--- config.mk ---
export PLATFORM = sky130hd
export DESIGN_NAME = ysyx_210247_redirect_ctrl
export DESIGN_NICKNAME = d
export VERILOG_FILES = /design/src/rtl/ysyx_210247_redirect_ctrl.sv
export SDC_FILE = /design/constraint.sdc
export NUM_CORES = 1
export LEC_CHECK = 0
export ABC_CLOCK_PERIOD_IN_PS = 3750
export BUFFER_PORTS_ARGS = -buffer_cell sky130_fd_sc_hd__buf_2
export CAP_MARGIN = 20
export CORE_AREA = 2 2 140 142
export DETAILED_ROUTE_END_ITERATION = 10
export DIE_AREA = 0 0 142 144
export PLACE_DENSITY = 0.69
export SYNTH_ARGS = -nofsm -noshare
export SYNTH_HDL_FRONTEND = slang
export SYNTH_SLANG_ARGS = --single-unit
--- constraint.sdc ---
create_clock -name clk -period 3.75 [get_ports clk]
set_input_delay 0.75 -clock clk [delete_from_list [all_inputs] [get_ports clk]]
set_output_delay 0.75 -clock clk [all_outputs]
set_load 0.005 [all_outputs]
--- src/rtl/ysyx_210247_redirect_ctrl.sv ---
// ysyx_210247_redirect_ctrl: arbitrates trap/mret/branch redirects, flushes the pipeline, then hands the target PC to IF
//   in : clk, rst, exc_op (0 none/1 ecall/2 mret/3 irq), exc_cause, csr_mepc, csr_mtvec, br_valid, br_target, if_ready
//   out: flush, new_pc_valid, new_pc, trap_taken, mret_taken, busy
module ysyx_210247_redirect_ctrl #(
  parameter int XLEN        = 64,
  parameter int TRAP_FLUSH  = 4,
  parameter int BR_FLUSH    = 1,
  parameter int CAUSE_W     = 6,
  parameter int VECTORED_EN = 1
) (
  input  logic            clk,
  input  logic            rst,
  input  logic [31:0]     exc_op,
  input  logic [XLEN-1:0] exc_cause,
  input  logic [XLEN-1:0] csr_mepc,
  input  logic [XLEN-1:0] csr_mtvec,
  input  logic            br_valid,
  input  logic [XLEN-1:0] br_target,
  input  logic            if_ready,
  output logic            flush,
  output logic            new_pc_valid,
  output logic [XLEN-1:0] new_pc,
  output logic            trap_taken,
  output logic            mret_taken,
  output logic            busy
);
  typedef enum logic [1:0] {IDLE, FLUSH, REDIRECT} state_t;
  state_t state, state_nx;
  logic [31:0] cnt;
  logic [XLEN-1:0] tgt_q, tgt, base, off;
  logic first, trap_k, mret_k, is_exc, is_trap, is_mret, accept, vec;
  logic unused_cause;
  assign unused_cause = ^exc_cause[XLEN-1:CAUSE_W];
  assign is_trap = exc_op == 32'd1 || exc_op == 32'd3;
  assign is_mret = exc_op == 32'd2;
  assign is_exc  = is_trap || is_mret;
  assign accept  = state == IDLE && (is_exc || br_valid);
  assign base    = {csr_mtvec[XLEN-1:2], 2'b00};
  assign off     = {{(XLEN-CAUSE_W-2){1'b0}}, exc_cause[CAUSE_W-1:0], 2'b00};
  // MODE 2/3 fall back to direct; only MODE 1 on an interrupt is vectored
  assign vec     = VECTORED_EN != 0 && csr_mtvec[1:0] == 2'b01;
  assign tgt     = is_mret ? csr_mepc :
                   exc_op == 32'd3 ? (vec ? base + off : base) :
                   is_trap ? base : br_target;
  always_ff @(posedge clk) begin
    if (rst) state <= IDLE;
    else     state <= state_nx;
  end
  always_comb begin
    state_nx = state == IDLE  ? (accept ? FLUSH : IDLE) :
               state == FLUSH ? (cnt == '0 ? REDIRECT : FLUSH) :
               (if_ready ? IDLE : REDIRECT);
  end
  always_ff @(posedge clk) begin
    if (rst) begin
      cnt    <= '0;
      tgt_q  <= '0;
      first  <= 1'b0;
      trap_k <= 1'b0;
      mret_k <= 1'b0;
    end else begin
      first <= accept;
      if (accept) begin
        tgt_q  <= tgt;
        trap_k <= is_trap;
        mret_k <= is_mret;
        cnt    <= is_exc ? 32'(TRAP_FLUSH-1) : 32'(BR_FLUSH-1);
      end else if (state == FLUSH && cnt != '0) begin
        cnt <= cnt - 32'd1;
      end
    end
  end
  // outputs decode only flops, so no input reaches an output combinationally
  always_comb begin
    flush        = state == FLUSH;
    new_pc_valid = state == REDIRECT;
    busy         = state != IDLE;
    new_pc       = tgt_q;
    trap_taken   = first && trap_k;
    mret_taken   = first && mret_k;
  end
endmodule

==> flow_metrics.tcl <==
set metrics [dict create \
    dpl-instance-area_mm2 0.00920 \
    rows 51 \
    drc 0 \
    avgViaCountPerCell 5.96 \
    grt_pass1_vias 8492 \
    chipHeight_um 144 \
    htreeDepth 3 \
    required_ns 4.01 \
    ir_worst_vdd_mv 0.383 \
    endpoint_kind "flop" \
    drtIter0Drc 777 \
    vias 8922 \
    clk_pin_slew_worst_paths_ns 0.08 \
    antenna_left 0 \
    clk_latency_ns 0.36 \
    fp.dieW_um 142 \
    antenna_found_initial 8 \
    synth-seq-cells 101 \
    core_area_mm2 0.0191 \
    timing.final.crit_share_pct 80.3 \
    dp_hpwl_um 25000 \
    path_cells "buf_2 > ha_1 > o211ai_1 > nor4_2 > nand4_4 > o311a_1 > or3b_1 > a22o_1" \
    final_area_mm2 0.00952 \
    status "completed" \
    leakagePower_nw 3.95 \
    ys_types 83 \
    finalNetCount 1545 \
    holdBufCountCts 0 \
    synth_top_area_share_pct 27.5 \
    die_area_mm2 0.0204 \
    syn_area_mm2 0.00735 \
    seqCellArea_mm2 0.00202 \
    synth_largest_area_cell "dfxtp_1" \
    skew_ns 0.00791 \
    yosysMostFrequentCell "dfxtp_1" \
    cp_max_fo 9 \
    top_usage_layer "met2" \
    setup_violations 0 \
    grt_max_degree 37 \
    slew_headroom_pct 27.5 \
    use_met1_pct 38.4 \
    cts_made_buffers 9 \
    seq_area_frac_synth_pct 27.5 \
    post_cts.repair.setup_buffers 0 \
    syn_to_final_growth_pct 29.6 \
    arrival_ns 3.26 \
    cts_sinks 101 \
    grt_usage_pct 30.6 \
    drive_gt1_share_pct 30.7 \
    min_path_type "reg -> reg" \
    tightest_slew_ns 1.09 \
    grt_util_met2_pct 51.8 \
    post-route-util_pct 49.9 \
    tns_ns 0 \
    max_freq_ghz 0.332 \
    cap_viol_max_count 0 \
    grt_pass1_wl_um 48100 \
    period_minus_slack_ns 3.01 \
    synth.net_count 1257 \
    start_kind "input pin" \
    globalplace.congestion 0.964 \
    crit_slowest_cell "nor4_2" \
    io_pins 361 \
    critical_path.top_delay_family "simple AND/OR/NAND/NOR gates" \
    synthArstFlopShare_pct 0 \
    ys_top_cells_by_area "dfxtp_1, nand2_1, nor2_1" \
    initial_core_util_pct 38.5 \
    netlist_instances 956 \
    drt-total-wl_um 31800 \
    grt_remaining_overflow 0 \
    cts_tree "built" \
    post_cts_resize_count 0 \
    finalMaxSlewViolations 0 \
    nFillCells 1901 \
    synth_edf_count 0 \
    wire_per_inst_um 21.2 \
    timing.hold.ws_ns 0.447 \
    power_density_mw_per_mm2 507 \
    rsz0062_at_grt "false" \
    crit_buf_inv 1 \
    multi_input_area_mm2 0.00505 \
    r2r_setup_slack_ns 1.13 \
    synth_common_cells "dfxtp_1, nand2_1, nor2_1, nand3_1, nor3_1" \
    avgSynthCellArea_um2 7.68 \
    cp_slowest_stage_delay_ns 0.45 \
    synthFlopType "dfxtp_1" \
    hold_violations 0 \
    cts_buffer_depth 2 \
    yosysWarnings 0 \
    drtPass1Iterations 5 \
    cts-root-buf "clkbuf_16" \
    portBuffers 302 \
    grt_use_met3_pct 6.49 \
    critical_path_class "in -> reg" \
]
placed cells by master, fill, tap and decap left out, drive strengths merged, types with 11 or more instances in the layout:
master,n
xor2,28
nor2,94
o22ai,14
nand2,94
a22o,17
o31ai,12
inv,22
and4,12
diode,11
xnor2,21
o21ai,59
nand3,43
a21oi,31
and3,13
or3,14
o221ai,20
nand4,44
a211oi,17
nor3,43
dfxtp,101
buf,332
or4,11
nor4,44
cell type report:
type,count,share of cell area (%)
tap,238,3.13
antenna,11,0.289
sequential,101,21.2
timing repair buffer,332,18.4
multi-input combinational,781,53.1
clock inverter,7,0.788
clock buffer,9,2.36
inverter,19,0.749
routing by layer:
layer | wire, um | part of all wire (%) | up-vias
met5 | 27 | 0.085 | -
met4 | 990 | 3.1 | 4
li1 | - | - | 4279
met2 | 14900 | 47 | 434
met1 | 13100 | 41 | 4144
met3 | 2650 | 8.4 | 61
sequential cells by signal, summed over array words and instances, names as in the netlist:
name and flops:
trap_k 1, cnt 32, state 2, first 1, new_pc 64, mret_k 1
path summary, 6_finish.rpt:
check,from,endpoint,cells past startpoint
worst max-delay path,csr_mtvec[7],new_pc[58],8
worst min-delay path,new_pc[42],new_pc[42],2
worst max register to register,cnt[20],cnt[1],6
worst min register to register,new_pc[42],new_pc[42],2
tightest hold or removal path, stage by stage (launching register included):
cell and delay (ns):
dfxtp_1 0.31, nand2_1 0.05, o21ai_1 0.05
cell families after synthesis:
logic type	Yosys count	synth area share, %
flops	101	27.5
simple gates	459	34.7
mux	8	1.09
buf+inv	74	3.97
compound gates	256	25.3
fa+ha+maj	9	1.64
xor+xnor	49	5.84
where the power goes:
group	switching (mW)	internal (mW)	leakage, nW
clock	0.506	0.474	0.144
sequential	0.174	1.30	0.826
combinational	1.44	0.938	2.98
total	2.12	2.72	3.95
stage by stage:
stage               setup slack, ns  std cells  power, mW
CTS                           0.757       1487       5.01
global placement              0.430       1471       3.93
floorplan                     0.730        956       3.10
global route                  0.544       1490       5.54
finish                        0.741       1498       4.83
detailed placement            0.384       1471       4.07
Note: power is estimated with default switching activity, not from simulation.
